**src/rtl/player_pkg.sv**
```systemverilog
// Shared encodings for the player control FSM.
// State values and per-function command indices.
package player_pkg;

  typedef enum logic [1:0] {
    ST_STOP  = 2'b00,
    ST_PLAY  = 2'b01,
    ST_PAUSE = 2'b10
  } state_e;

  localparam int N_CMD    = 5;
  localparam int CMD_STOP = 0;
  localparam int CMD_PLAY = 1;
  localparam int CMD_NEXT = 2;
  localparam int CMD_PREV = 3;
  localparam int CMD_MUTE = 4;

endpackage

```
**src/rtl/player_ctrl_fsm_if.sv**
```systemverilog
// Button/remote inputs and transport outputs of the player controller.
// master drives buttons, slave is the controller.
interface player_ctrl_fsm_if #(
  parameter int TRACK_W = 2
);
  logic play_loc, stop_loc, next_loc, prev_loc, mute_loc;
  logic play_rem, stop_rem, next_rem, prev_rem, mute_rem;
  logic track_end;
  logic repeat_en;
  logic play_out;
  logic stop_out;
  logic pause_out;
  logic [TRACK_W-1:0] track_sel;
  logic mute_out;

  modport master (
    output play_loc, stop_loc, next_loc, prev_loc, mute_loc,
    output play_rem, stop_rem, next_rem, prev_rem, mute_rem,
    output track_end, repeat_en,
    input  play_out, stop_out, pause_out, track_sel, mute_out
  );

  modport slave (
    input  play_loc, stop_loc, next_loc, prev_loc, mute_loc,
    input  play_rem, stop_rem, next_rem, prev_rem, mute_rem,
    input  track_end, repeat_en,
    output play_out, stop_out, pause_out, track_sel, mute_out
  );
endinterface

```
**src/rtl/btn_debounce.sv**
```systemverilog
// Per-button 2-FF synchroniser, stable-level debouncer, rising-edge pulse.
// Level is accepted after DEBOUNCE_CYC consecutive differing cycles.
module btn_debounce #(
  parameter int DEBOUNCE_CYC = 255,
  parameter int CNT_W        = 8
) (
  input  logic clk_placa,
  input  logic rst_n,
  input  logic raw_in,
  output logic pulse_out
);

  logic             s1, s2;
  logic             stable, stable_d;
  logic [CNT_W-1:0] cnt;

  always_ff @(posedge clk_placa or negedge rst_n) begin
    if (!rst_n) begin
      s1       <= 1'b0;
      s2       <= 1'b0;
      stable   <= 1'b0;
      stable_d <= 1'b0;
      cnt      <= '0;
    end else begin
      s1       <= raw_in;
      s2       <= s1;
      stable_d <= stable;
      if (s2 == stable) begin
        cnt <= '0;
      end else if (cnt == CNT_W'(DEBOUNCE_CYC - 1)) begin
        stable <= s2;
        cnt    <= '0;
      end else begin
        cnt <= cnt + CNT_W'(1);
      end
    end
  end

  assign pulse_out = stable & ~stable_d;

endmodule

```
**src/rtl/player_ctrl_fsm.sv**
```systemverilog
// STOP/PLAY/PAUSE transport FSM with track select and mute,
// merging debounced board buttons and synchronised remote buttons.
module player_ctrl_fsm
  import player_pkg::*;
#(
  parameter int N_TRACKS     = 4,
  parameter int TRACK_W      = 2,
  parameter int DEBOUNCE_CYC = 255,
  parameter int CNT_W        = 8
) (
  input logic               clk_placa,
  input logic               rst_n,
  player_ctrl_fsm_if.slave  bus
);

  localparam logic [TRACK_W-1:0] LAST = TRACK_W'(N_TRACKS - 1);

  logic [N_CMD-1:0] loc_raw, rem_raw;
  logic [N_CMD-1:0] loc_pulse, rem_pulse, cmd;
  logic [N_CMD-1:0] rem_s1, rem_s2, rem_s3;

  assign loc_raw[CMD_STOP] = bus.stop_loc;
  assign loc_raw[CMD_PLAY] = bus.play_loc;
  assign loc_raw[CMD_NEXT] = bus.next_loc;
  assign loc_raw[CMD_PREV] = bus.prev_loc;
  assign loc_raw[CMD_MUTE] = bus.mute_loc;

  assign rem_raw[CMD_STOP] = bus.stop_rem;
  assign rem_raw[CMD_PLAY] = bus.play_rem;
  assign rem_raw[CMD_NEXT] = bus.next_rem;
  assign rem_raw[CMD_PREV] = bus.prev_rem;
  assign rem_raw[CMD_MUTE] = bus.mute_rem;

  for (genvar i = 0; i < N_CMD; i++) begin : g_loc
    btn_debounce #(
      .DEBOUNCE_CYC (DEBOUNCE_CYC),
      .CNT_W        (CNT_W)
    ) u_db (
      .clk_placa (clk_placa),
      .rst_n     (rst_n),
      .raw_in    (loc_raw[i]),
      .pulse_out (loc_pulse[i])
    );
  end

  // Remote buttons are clean, so synchronise and edge-detect only.
  always_ff @(posedge clk_placa or negedge rst_n) begin
    if (!rst_n) begin
      rem_s1 <= '0;
      rem_s2 <= '0;
      rem_s3 <= '0;
    end else begin
      rem_s1 <= rem_raw;
      rem_s2 <= rem_s1;
      rem_s3 <= rem_s2;
    end
  end

  assign rem_pulse = rem_s2 & ~rem_s3;
  assign cmd       = loc_pulse | rem_pulse;

  state_e             state, nxt_state;
  logic [TRACK_W-1:0] track, nxt_track, trk_inc, trk_dec;
  logic               mute, nxt_mute;
  logic               stop_q, play_q, pause_q;

  assign trk_inc = (track == LAST) ? '0 : track + TRACK_W'(1);
  assign trk_dec = (track == '0) ? LAST : track - TRACK_W'(1);

  always_comb begin
    nxt_state = state;
    nxt_track = track;
    nxt_mute  = mute ^ cmd[CMD_MUTE];
    case (state)
      ST_STOP, ST_PLAY, ST_PAUSE: begin
        priority case (1'b1)
          cmd[CMD_STOP]: nxt_state = ST_STOP;
          cmd[CMD_PLAY]:
            nxt_state = (state == ST_PLAY) ? ST_PAUSE : ST_PLAY;
          cmd[CMD_NEXT]: nxt_track = trk_inc;
          cmd[CMD_PREV]: nxt_track = trk_dec;
          (bus.track_end && state == ST_PLAY): begin
            nxt_track = trk_inc;
            if (track == LAST && !bus.repeat_en) nxt_state = ST_STOP;
          end
          default: ;
        endcase
      end
      default: nxt_state = ST_STOP;
    endcase
  end

  always_ff @(posedge clk_placa or negedge rst_n) begin
    if (!rst_n) begin
      state   <= ST_STOP;
      track   <= '0;
      mute    <= 1'b0;
      stop_q  <= 1'b1;
      play_q  <= 1'b0;
      pause_q <= 1'b0;
    end else begin
      state   <= nxt_state;
      track   <= nxt_track;
      mute    <= nxt_mute;
      stop_q  <= (nxt_state == ST_STOP);
      play_q  <= (nxt_state == ST_PLAY);
      pause_q <= (nxt_state == ST_PAUSE);
    end
  end

  assign bus.stop_out  = stop_q;
  assign bus.play_out  = play_q;
  assign bus.pause_out = pause_q;
  assign bus.track_sel = track;
  assign bus.mute_out  = mute;

endmodule

```
**src/flat_wrapper.sv**
```systemverilog
// flat-port wrapper written by rule: the top's interface ports become plain ports
module player_ctrl_fsm_flat import player_pkg::*;
#(
  parameter int N_TRACKS     = 4,
  parameter int TRACK_W      = 2,
  parameter int DEBOUNCE_CYC = 255,
  parameter int CNT_W        = 8
)
  (clk_placa, rst_n, bus_play_loc, bus_stop_loc, bus_next_loc, bus_prev_loc, bus_mute_loc, bus_play_rem, bus_stop_rem, bus_next_rem, bus_prev_rem, bus_mute_rem, bus_track_end, bus_repeat_en, bus_play_out, bus_stop_out, bus_pause_out, bus_track_sel, bus_mute_out);
  player_ctrl_fsm_if #(.TRACK_W(TRACK_W)) bus_i ();
  input logic clk_placa;
  input logic rst_n;
  input wire logic [$bits(bus_i.play_loc)-1:0] bus_play_loc;
  input wire logic [$bits(bus_i.stop_loc)-1:0] bus_stop_loc;
  input wire logic [$bits(bus_i.next_loc)-1:0] bus_next_loc;
  input wire logic [$bits(bus_i.prev_loc)-1:0] bus_prev_loc;
  input wire logic [$bits(bus_i.mute_loc)-1:0] bus_mute_loc;
  input wire logic [$bits(bus_i.play_rem)-1:0] bus_play_rem;
  input wire logic [$bits(bus_i.stop_rem)-1:0] bus_stop_rem;
  input wire logic [$bits(bus_i.next_rem)-1:0] bus_next_rem;
  input wire logic [$bits(bus_i.prev_rem)-1:0] bus_prev_rem;
  input wire logic [$bits(bus_i.mute_rem)-1:0] bus_mute_rem;
  input wire logic [$bits(bus_i.track_end)-1:0] bus_track_end;
  input wire logic [$bits(bus_i.repeat_en)-1:0] bus_repeat_en;
  output wire logic [$bits(bus_i.play_out)-1:0] bus_play_out;
  output wire logic [$bits(bus_i.stop_out)-1:0] bus_stop_out;
  output wire logic [$bits(bus_i.pause_out)-1:0] bus_pause_out;
  output wire logic [$bits(bus_i.track_sel)-1:0] bus_track_sel;
  output wire logic [$bits(bus_i.mute_out)-1:0] bus_mute_out;
  assign bus_i.play_loc = bus_play_loc;
  assign bus_i.stop_loc = bus_stop_loc;
  assign bus_i.next_loc = bus_next_loc;
  assign bus_i.prev_loc = bus_prev_loc;
  assign bus_i.mute_loc = bus_mute_loc;
  assign bus_i.play_rem = bus_play_rem;
  assign bus_i.stop_rem = bus_stop_rem;
  assign bus_i.next_rem = bus_next_rem;
  assign bus_i.prev_rem = bus_prev_rem;
  assign bus_i.mute_rem = bus_mute_rem;
  assign bus_i.track_end = bus_track_end;
  assign bus_i.repeat_en = bus_repeat_en;
  assign bus_play_out = bus_i.play_out;
  assign bus_stop_out = bus_i.stop_out;
  assign bus_pause_out = bus_i.pause_out;
  assign bus_track_sel = bus_i.track_sel;
  assign bus_mute_out = bus_i.mute_out;
  player_ctrl_fsm #(.N_TRACKS(N_TRACKS), .TRACK_W(TRACK_W), .DEBOUNCE_CYC(DEBOUNCE_CYC), .CNT_W(CNT_W)) u_core (.clk_placa(clk_placa), .rst_n(rst_n), .bus(bus_i));
endmodule
```
**config.mk**
```make
export PLATFORM = sky130hd
export DESIGN_NAME = player_ctrl_fsm_flat
export DESIGN_NICKNAME = d
export VERILOG_FILES = /design/src/rtl/player_pkg.sv /design/src/rtl/player_ctrl_fsm_if.sv /design/src/rtl/btn_debounce.sv /design/src/rtl/player_ctrl_fsm.sv /design/src/flat_wrapper.sv
export SDC_FILE = /design/constraint.sdc
export NUM_CORES = 1
export LEC_CHECK = 0
export CORE_MARGIN = 2
export CORE_UTILIZATION = 52
export DETAILED_ROUTE_END_ITERATION = 7
export GPL_TIMING_DRIVEN = 0
export MAX_ROUTING_LAYER = met4
export PLACE_DENSITY_LB_ADDON = 0.25
export SYNTH_ARGS = -nofsm -noshare
export SYNTH_HDL_FRONTEND = slang
export SYNTH_SLANG_ARGS = --single-unit
```
**constraint.sdc**
```tcl
create_clock -name clk_placa -period 1.46 [get_ports clk_placa]
set_input_delay 0.292 -clock clk_placa [delete_from_list [all_inputs] [get_ports clk_placa]]
set_output_delay 0.292 -clock clk_placa [all_outputs]
set_load 0.02 [all_outputs]
```
==> summary.txt, run 1 <==
Final HPWL DP: 3110 um
GRT Total Usage: 0.157
Clock buffer depth: 2
Post-layout power: 4.91 mW
Pwr dens: 1240 nW/um2
Crit path kind: flop to flop
Critical Path AT: 1.68 ns
Row Count: 28
Global-route wire length before repair: 8340 um
Mapped cell area: 3290 um2
Via count: 1923
Post-synthesis sequential area ratio: 0.632
Area Growth Syn to Fin: 20.0%
Largest net degree at the start of global routing: 59
Post-synthesis async set-or-reset flop share: 1.00
Die ar.: 6980 um2
Root Driver: clkbuf_8
Gr busiest metal: met2
Post-Place Cells: 363
Synth area leaders: dfrtp_1 (62%), xor2_1 (7.7%), nor2_1 (4.8%)
Htree depth: 3
Met1 Use GR: 0.197
I/O Buffers: 19
Min-delay src: u_core.rem_s1[1]
Worst EP required: 1.70 ns
Cell variety after synth: 35
CTS Sinks: 83
Met2 GRT Util: 0.233
Mapped Cells: 268
Slew Limit Fails: 0
Worst min path class: flop to flop
Antenna violations before repair: 0
CTS tree: yes
DR WL/cell: 12.8 um
Final Hold Vio Count: 0
CP startpoint kind: flop
Syn. warnings: 0
Finished Layout Cells: 384
MaxCap Viol Count: 0
Share of post-route cells with drive strength above 1: 0.126
Vias per cell: 5.01
Initial Util: 0.546
Die Wd: 83.5 um
Number of global-route vias before repair: 1912
I/O pin cnt: 20
Final wirelength: 4920 um
Ys flop type: dfrtp_1
Yosys top cell by area: dfrtp_1
Clk slew on worst S/H paths: 0.08 ns
Layout Nets: 330
Worst setup path startpoint: u_core.state[1]
Nature of the critical path endpoint: flop
Mapped Nets: 294
Later-pin clock latency in the skew report: 0.35 ns
Static Leak: 1.87 nW
Reg2reg start: u_core.state[1]
Die height: 83.5 um
Synthesized flop and latch total: 83
Initial DRC Count: 114
Commonest non-fill, non-tap cell in the layout: dfrtp_1
CTS Buf Count: 9
Antenna Nets Post-Route: 0
CP max FO: 4
GRT overflow: 0
Worst-Margin Slew: 0.403 ns
Skew final: 0.00651 ns
Final period util: 0.987
Placer Congestion: 0.746
Post-synth EDFFs: 0
Peak supply drop: 0.758 mV
# diodes: 0
RSZ-0062 raised after global routing: true
Mean Syn Cell Area: 12.3 um2
Status: completed
Rel. slew slack: 0.730
Tmin final: 1.44 ns
Setup-failing EPs final: 0
CORE AREA: 6030 um2
DRT Pass-1 Iters: 4
Max Clk Rate: 0.694 GHz
Commonest non-fill, non-tap cells in the layout: dfrtp_1 (82), nor2_1 (42), xor2_1 (29)
Top-area cell type share of the netlist area: 0.624
DRC viols: 0
Met3 Use GR: 0.0593
[critical path: stages, from the launching register on]
cell and delay, ns:
dfrtp_1 0.41, and2b_1 0.25, nand2_2 0.10, o41a_1 0.39
o21a_1 0.18
[per-stage QoR]
| step | util | instance area [um2] | setup WS, ns | TNS (ns) | hold slack [ns] |
|---|---|---|---|---|---|
| floorplan | - | 3290 | 0.0725 | 0 | -0.00359 |
| global placement | 0.593 | 3570 | -2.71 | -223.55 | 0.333 |
| detailed placement | 0.597 | 3600 | -0.104 | -0.177 | 0.230 |
| CTS | 0.635 | 3830 | 0.00688 | 0 | 0.351 |
| global route | 0.655 | 3950 | -0.0343 | -0.126 | 0.364 |
| finish | 0.655 | 3950 | 0.0196 | 0 | 0.349 |
[where the power goes]
part | switching, mW | internal (mW) | leakage, nW
Clock | 0.765 | 0.969 | 0.105
Combinational | 0.342 | 0.287 | 0.686
Sequential | 0.113 | 2.44 | 1.08
Total | 1.22 | 3.69 | 1.87
[per-layer routing]
metal  vias to the layer above  wire length, um
li1                        979                -
met1                       907             2320
met2                        26             2310
met3                        11              193
met4                         0               92
met5                         -                0
[sequential cells by signal (all words and copies together), names as in the netlist]
register,flops
u_core.rem_s1,5
u_core.bus.pause_out,1
u_core.g_loc.u_db.s2,5
u_core.g_loc.u_db.s1,5
u_core.bus.mute_out,1
u_core.g_loc.u_db.stable,5
u_core.g_loc.u_db.stable_d,5
u_core.bus.stop_out,1
u_core.bus.track_sel,2
u_core.g_loc.u_db.cnt,40
u_core.bus.play_out,1
u_core.rem_s3,5
u_core.state,2
u_core.rem_s2,5
[worst paths after layout]
| check | to | slack, ns | cells after the start |
|---|---|---|---|
| hold reg to reg | u_core.rem_s2[1] | 0.35 | 0 |
| setup reg to reg | u_core.bus.play_out | 0.02 | 4 |
| setup / recovery | u_core.bus.play_out | 0.02 | 4 |
| max in group asynchronous | u_core.g_loc[2].u_db.cnt[5] | 0.49 | 3 |
| hold / removal | u_core.rem_s2[1] | 0.35 | 0 |
| min in group asynchronous | u_core.g_loc[3].u_db.cnt[2] | 0.40 | 2 |
[synth_stat cells (all sizes together), types with 4 or more instances]
library cell   n
and3           5
and4           4
dfrtp         82
ha            12
inv           15
mux2           5
nand2         12
nand3         16
nand4          8
nor2          42
o21ai          4
xnor2          6
xor2          29
[area by class of cell]
type,instances,area (um2)
Sequential cell,83,2080
Clock inverter,4,73.8
Timing Repair Buffer,25,250
Fill cell,491,2080
Inverter,15,56.3
Clock buffer,12,135
Multi-Input combinational cell,170,1260
Tap cell,75,93.8
[cell families (layout without fill, tap and decap cells)]
family | count (synthesis) | count (layout) | share of synthesized area
compound gates | 20 | 20 | 0.0453
xor+xnor | 35 | 35 | 0.0932
fa+ha+maj | 12 | 12 | 0.0456
buf+inv | 15 | 56 | 0.0171
flops | 83 | 83 | 0.632
mux | 7 | 7 | 0.0232
simple gates | 96 | 96 | 0.144
[repair_timing]
item                                   CTS  global route
hold buffers                             1             0
resized for setup                        9            16
setup buffers                            2             2
setup endpoints to repair                9             5
endpoints found under the hold margin   24             0
pin swaps                                2             3
(Power assumes the default switching activity.)
==> inputs of run 2 (changes only) <==
--- a/config.mk
+++ b/config.mk
@@ -11,6 +11,7 @@
 export GPL_TIMING_DRIVEN = 0
 export MAX_ROUTING_LAYER = met4
 export PLACE_DENSITY_LB_ADDON = 0.25
+export REMOVE_ABC_BUFFERS = 1
 export SYNTH_ARGS = -nofsm -noshare
 export SYNTH_HDL_FRONTEND = slang
 export SYNTH_SLANG_ARGS = --single-unit
==> constraint.sdc (replaced) <==
create_clock -name clk_placa -period 1.2 [get_ports clk_placa]
set_input_delay 0.24 -clock clk_placa [delete_from_list [all_inputs] [get_ports clk_placa]]
set_output_delay 0.24 -clock clk_placa [all_outputs]
set_load 0.02 [all_outputs]
==> run 2 against run 1 <==
The run now ends with negative setup slack left; die area unchanged; clock power rose by 23%; non-clock buffer count is 32 higher; sequential power rose by 21%; highest routed layer unchanged; final cell count increased by 8.3%; global-route usage rose by 1.6 points; sequential share of layout area fell by 4.9 points; worst setup slack worse by 0.27 ns; critical path type unchanged.
==> summary.txt, run 2 (synthesis results as in run 1) <==
Rel. slew slack: 0.743
Final Hold Vio Count: 0
FILL cells: 426
Worst min path class: input port to flop
Skew final: 0.00793 ns
Max Clk Rate: 0.688 GHz
Worst reg2reg path depth: 5
Nature of the critical path endpoint: flop
CORE AREA: 6030 um2
Placer Congestion: 0.746
CP startpoint kind: flop
R2R Setup Slk: -0.25 ns
Slew Limit Fails: 0
Critical Path AT: 1.68 ns
# diodes: 0
MaxCap Viol Count: 0
WHS Path Cells: 1
Failing checks: negative setup slack
Peak supply drop: 0.920 mV
Final WS setup: -0.253 ns
Largest net degree at the start of global routing: 59
Antenna violations before repair: 0
GRT overflow: 0
Via count: 2106
CP max FO: 3
DRC viols: 0
Status: finished with violations
Clock buffer depth: 2
Die Wd: 83.5 um
CTS Sinks: 83
Clk slew on worst S/H paths: 0.08 ns
Pwr dens: 1420 nW/um2
Final wirelength: 5700 um
Area Growth Syn to Fin: 32.6%
I/O Buffers: 19
Final period util: 1.21
I/O pin cnt: 20
Number of global-route vias before repair: 2133
Vias per cell: 5.06
Global-route wire length before repair: 9240 um
Initial Util: 0.546
Final setup TNS: -1.22 ns
CTS tree: yes
Initial DRC Count: 79
FF+latch area: 2080 um2
CTS Buf Count: 9
Reg2reg start: u_core.rem_s2[2]
RSZ-0062 raised after global routing: true
Crit path kind: flop to flop
Reg-to-reg endpoint: u_core.bus.track_sel[1]
Row Count: 28
Worst EP required: 1.43 ns
GRT Total Usage: 0.173
DR WL/cell: 13.7 um
Max reg flops: 40
Hold Crit Endpoint: u_core.rem_s1[4]
Tmin final: 1.45 ns
Worst-Margin Slew: 0.383 ns
Root Driver: clkbuf_8
Finished Layout Cells: 416
Die ar.: 6980 um2
Later-pin clock latency in the skew report: 0.35 ns
DRT Pass-1 Iters: 4
Min-delay src: bus_mute_rem
Post-Place Cells: 363
Final HPWL DP: 3110 um
Share of post-route cells with drive strength above 1: 0.358
Multi-input gate area: 1440 um2
Static Leak: 2.00 nW
Layout Nets: 362
Commonest non-fill, non-tap cells in the layout: dfrtp_1 (79), buf_4 (35), xor2_1 (28)
Commonest non-fill, non-tap cell in the layout: dfrtp_1
Htree depth: 3
Setup-failing EPs final: 10
Antenna Nets Post-Route: 0
Largest reg by FF count: u_core.g_loc.u_db.cnt
Die height: 83.5 um
-- run 2: cell types whose count changed in the layout (fill, tap and decap cells not counted), sizes merged --
cell,change
buf,+38
clkdlybuf4s15,-1
dlygate4sd2,-5
-- run 2: repair_timing --
| item | 4_1_cts | 5_1_grt |
|---|---|---|
| pin swaps | 15 | 43 |
| buffers inserted | 28 | 8 |
| cloned | 0 | 0 |
| hold buffers | 1 | 0 |
| gates resized for setup | 56 | 48 |
| setup endpoints to repair | 58 | 51 |
| endpoints found under the hold margin | 24 | 0 |
-- run 2: metal layers --
layer	GRT usage	vias to the layer above	wire (um)
met2	0.265	27	2820
li1	-	1035	-
met5	-	-	0
met1	0.215	1034	2580
met3	0.0593	10	199
met4	0.0689	0	102
-- run 2: worst max-delay path by stage --
stage,startpoint,endpoint,slack (ns),cells past startpoint
final,u_core.rem_s2[2],u_core.bus.track_sel[1],-0.25,5
after global routing,u_core.rem_s2[2],u_core.bus.track_sel[1],-0.37,5
after CTS,u_core.rem_s2[2],u_core.state[0],-0.18,4
after detailed placement,bus_track_end,u_core.bus.track_sel[0],-0.31,4
after global placement,rst_n,u_core.g_loc[2].u_db.cnt[4],-2.92,1
after floorplan,u_core.bus.track_sel[0],u_core.bus.track_sel[0],-0.19,6
-- run 2: critical path, stage by stage, from the launching register on --
cell and delay (ns):
dfrtp_1 0.40, nor2b_4 0.15, buf_4 0.14, a211oi_1 0.36
xnor2_1 0.19, mux2i_1 0.10
-- run 2: power by group --
part | total (mW) | internal [mW] | switching (mW)
sequential | 3.09 | 2.97 | 0.125
combinational | 0.986 | 0.475 | 0.510
clock | 2.12 | 1.18 | 0.943
-- run 2: area by class of cell --
cell class	instances	area share
sequential	83	0.477
multi-input combinational	170	0.329
timing repair buffer	57	0.111
clock buffer	12	0.0310
tap	75	0.0215
clock inverter	4	0.0169
inverter	15	0.0129
-- run 2: through the flow --
step	hold WS (ns)	area, um2	power (mW)	utilization	setup WS (ns)
global placement	0.333	3570	3.84	0.593	-2.92
global route	0.312	4360	6.51	0.724	-0.370
floorplan	-0.0556	3290	3.54	-	-0.188
CTS	0.303	4130	6.14	0.685	-0.181
detailed placement	0.178	3600	3.88	0.597	-0.312
finish	0.314	4360	6.20	0.724	-0.253
==> inputs of run 3 (changes only) <==
--- a/config.mk
+++ b/config.mk
@@ -5,12 +5,12 @@
 export SDC_FILE = /design/constraint.sdc
 export NUM_CORES = 1
 export LEC_CHECK = 0
-export CORE_MARGIN = 2
-export CORE_UTILIZATION = 52
+export ABC_AREA = 1
+export CORE_UTILIZATION = 53
 export DETAILED_ROUTE_END_ITERATION = 7
 export GPL_TIMING_DRIVEN = 0
 export MAX_ROUTING_LAYER = met4
-export PLACE_DENSITY_LB_ADDON = 0.25
+export PLACE_DENSITY_LB_ADDON = 0.2
 export REMOVE_ABC_BUFFERS = 1
 export SYNTH_ARGS = -nofsm -noshare
 export SYNTH_HDL_FRONTEND = slang
==> run 3 against run 2 <==
Die area fell by 3.6%; total power shrank 6.8%; critical path depth rose by 2; the run still ends with negative setup slack left; register-to-register slack improved by 0.22 ns; sequential cell count is the same.
==> summary.txt, run 3 <==
CTS Buf Count: 9
Later-pin clock latency in the skew report: 0.34 ns
Max reg flops: 40
Clock buffer depth: 2
Die height: 82 um
Initial DRC Count: 81
Die ar.: 6720 um2
Worst reg2reg path depth: 7
I/O Buffers: 19
Number of global-route vias before repair: 2174
Mapped cell area: 3390 um2
Area after DPL: 3690 um2
# diodes: 0
Commonest non-fill, non-tap cell in the layout: dfrtp_1
DRC viols: 0
Share of post-route cells with drive strength above 1: 0.291
Most common cell in the synthesized netlist: dfrtp_1
Failing checks: negative setup slack
Rel. slew slack: 0.650
Critical Path AT: 1.47 ns
Largest net degree at the start of global routing: 43
Max Clk Rate: 0.808 GHz
GRT overflow: 0
Post-layout power: 5.78 mW
Fin util: 0.698
Gr busiest metal: met2
Clk slew on worst S/H paths: 0.08 ns
WHS Path Cells: 1
Post-synthesis adder-cell area fraction: 0.0443
Worst EP required: 1.43 ns
Static Leak: 1.94 nW
Nature of the critical path endpoint: flop
I/O pin cnt: 20
Met2 GRT Util: 0.312
Antenna Nets Post-Route: 0
Final period util: 1.03
CTS Sinks: 83
Worst min path class: input port to flop
Final WS setup: -0.0371 ns
Tmin final: 1.24 ns
Global-route wire length before repair: 8790 um
Met3 Use GR: 0.0600
CORE AREA: 6060 um2
Placer Congestion: 0.796
Post-synthesis sequential area ratio: 0.613
Htree depth: 3
Synth area leaders: dfrtp_1 (60%), nor2_1 (5.4%), nand2_1 (5.0%)
Most frequent cells after synthesis: dfrtp_1 (82), nor2_1 (49), nand2_1 (45)
Antenna violations before repair: 0
Die Wd: 82 um
CP max FO: 5
Final wirelength: 5430 um
FILL cells: 450
Status: finished with violations
Ys flop type: dfrtp_1
Vias per cell: 4.97
Final Hold Vio Count: 0
CP startpoint kind: flop
Final Cell Area: 4230 um2
Min Hold Slack: 0.331 ns
Synthesized flop and latch total: 83
Met1 Use GR: 0.196
Final setup TNS: -0.281 ns
Area Growth Syn to Fin: 24.8%
Setup-failing EPs final: 11
RSZ-0062 raised after global routing: true
Main combinational cell family by area after synthesis: simple AND/OR/NAND/NOR gates
Largest reg by FF count: u_core.g_loc.u_db.cnt
MaxCap Viol Count: 0
Commonest non-fill, non-tap cells in the layout: dfrtp_1 (77), nand2_1 (41), nor2_1 (37)
Cell variety after synth: 30
Post-synthesis compound-gate area fraction: 0.0527
Mapped Cells: 323
CTS tree: yes
DR WL/cell: 11.9 um
DRT Pass-1 Iters: 4
Multiplexer share of the synthesized area: 0
Mean Syn Cell Area: 10.5 um2
Peak supply drop: 1.17 mV
Via count: 2268
Area share of xor/xnor cells in the synthesized design: 0.0594
Final HPWL DP: 3410 um
Worst-Margin Slew: 0.525 ns
Yosys top cell by area: dfrtp_1
Syn. warnings: 0
Skew final: 0.00676 ns
Post-synthesis async set-or-reset flop share: 1.00
Slew Limit Fails: 0
Post-synth EDFFs: 0
Root Driver: clkbuf_8
Top-area cell type share of the netlist area: 0.605
Row Count: 28
Layout Nets: 402
Pwr dens: 1370 nW/um2
Post-synthesis simple-gate area fraction: 0.190
Crit path kind: flop to flop
GRT Total Usage: 0.183
Initial Util: 0.560
-- run 3: repair_timing --
| action | 4_1_cts | 5_1_grt |
|---|---|---|
| pin swaps | 10 | 21 |
| hold endpoints to repair | 40 | 0 |
| setup endpoints to repair | 35 | 53 |
| gates resized for setup | 40 | 55 |
| buffers inserted | 11 | 10 |
| hold buffers | 1 | 0 |
-- run 3: cell families (layout without fill, tap and decap cells) --
logic type      count (synthesis)  after routing
buf+inv                        37             95
xor+xnor                       23             23
simple gates                  138            138
fa+ha+maj                      12             12
compound gates                 30             30
flops                          83             83
-- run 3: critical path, stage by stage, from the launching register on --
cell and delay (ns):
dfrtp_1 0.40, inv_1 0.07, ha_2 0.17, nand3_2 0.08, nor3_4 0.17, nor2_2 0.09
inv_2 0.09, nor2_1 0.05
-- run 3: layout make-up --
cell class / count / area (um2) / share of cell area
clock buffers: 11 / 131 / 0.0310
clock inverters: 5 / 56.3 / 0.0133
inverters: 37 / 139 / 0.0328
multi-input cells: 203 / 1360 / 0.321
flip-flops and latches: 83 / 2080 / 0.493
well taps: 75 / 93.8 / 0.0222
repair buffers: 42 / 368 / 0.0869
-- run 3: report_power, final --
part           switching (mW)  internal, mW  leakage (nW)
Sequential              0.145          2.96          1.07
Clock                   0.914         0.959        0.0933
Combinational           0.413         0.385         0.783
-- run 3: metrics by stage --
step,instances,worst slack [ns]
2_1_floorplan,323,-0.0753
3_3_place_gp,417,-2.97
3_5_place_dp,418,-0.149
4_1_cts,446,-0.0592
5_1_grt,456,-0.150
6_report,456,-0.0371
-- run 3: worst paths after layout --
| kind | to | start | slack, ns |
|---|---|---|---|
| hold reg to reg | u_core.rem_s2[4] | u_core.rem_s1[4] | 0.35 |
| max in group asynchronous | u_core.g_loc[1].u_db.cnt[0] | rst_n | 0.20 |
| setup / recovery | u_core.g_loc[0].u_db.cnt[2] | u_core.g_loc[0].u_db.cnt[0] | -0.04 |
| min in group asynchronous | u_core.g_loc[3].u_db.cnt[5] | rst_n | 0.41 |
| setup reg to reg | u_core.g_loc[0].u_db.cnt[2] | u_core.g_loc[0].u_db.cnt[0] | -0.04 |
| hold / removal | u_core.g_loc[3].u_db.s1 | bus_prev_loc | 0.33 |
-- run 3: routing by layer --
layer	part of all wire	wire [um]	vias to the layer above
li1	-	-	1135
met1	0.43	2310	1096
met2	0.53	2900	29
met3	0.030	164	8
met4	0.011	59	0
met5	0	0	-
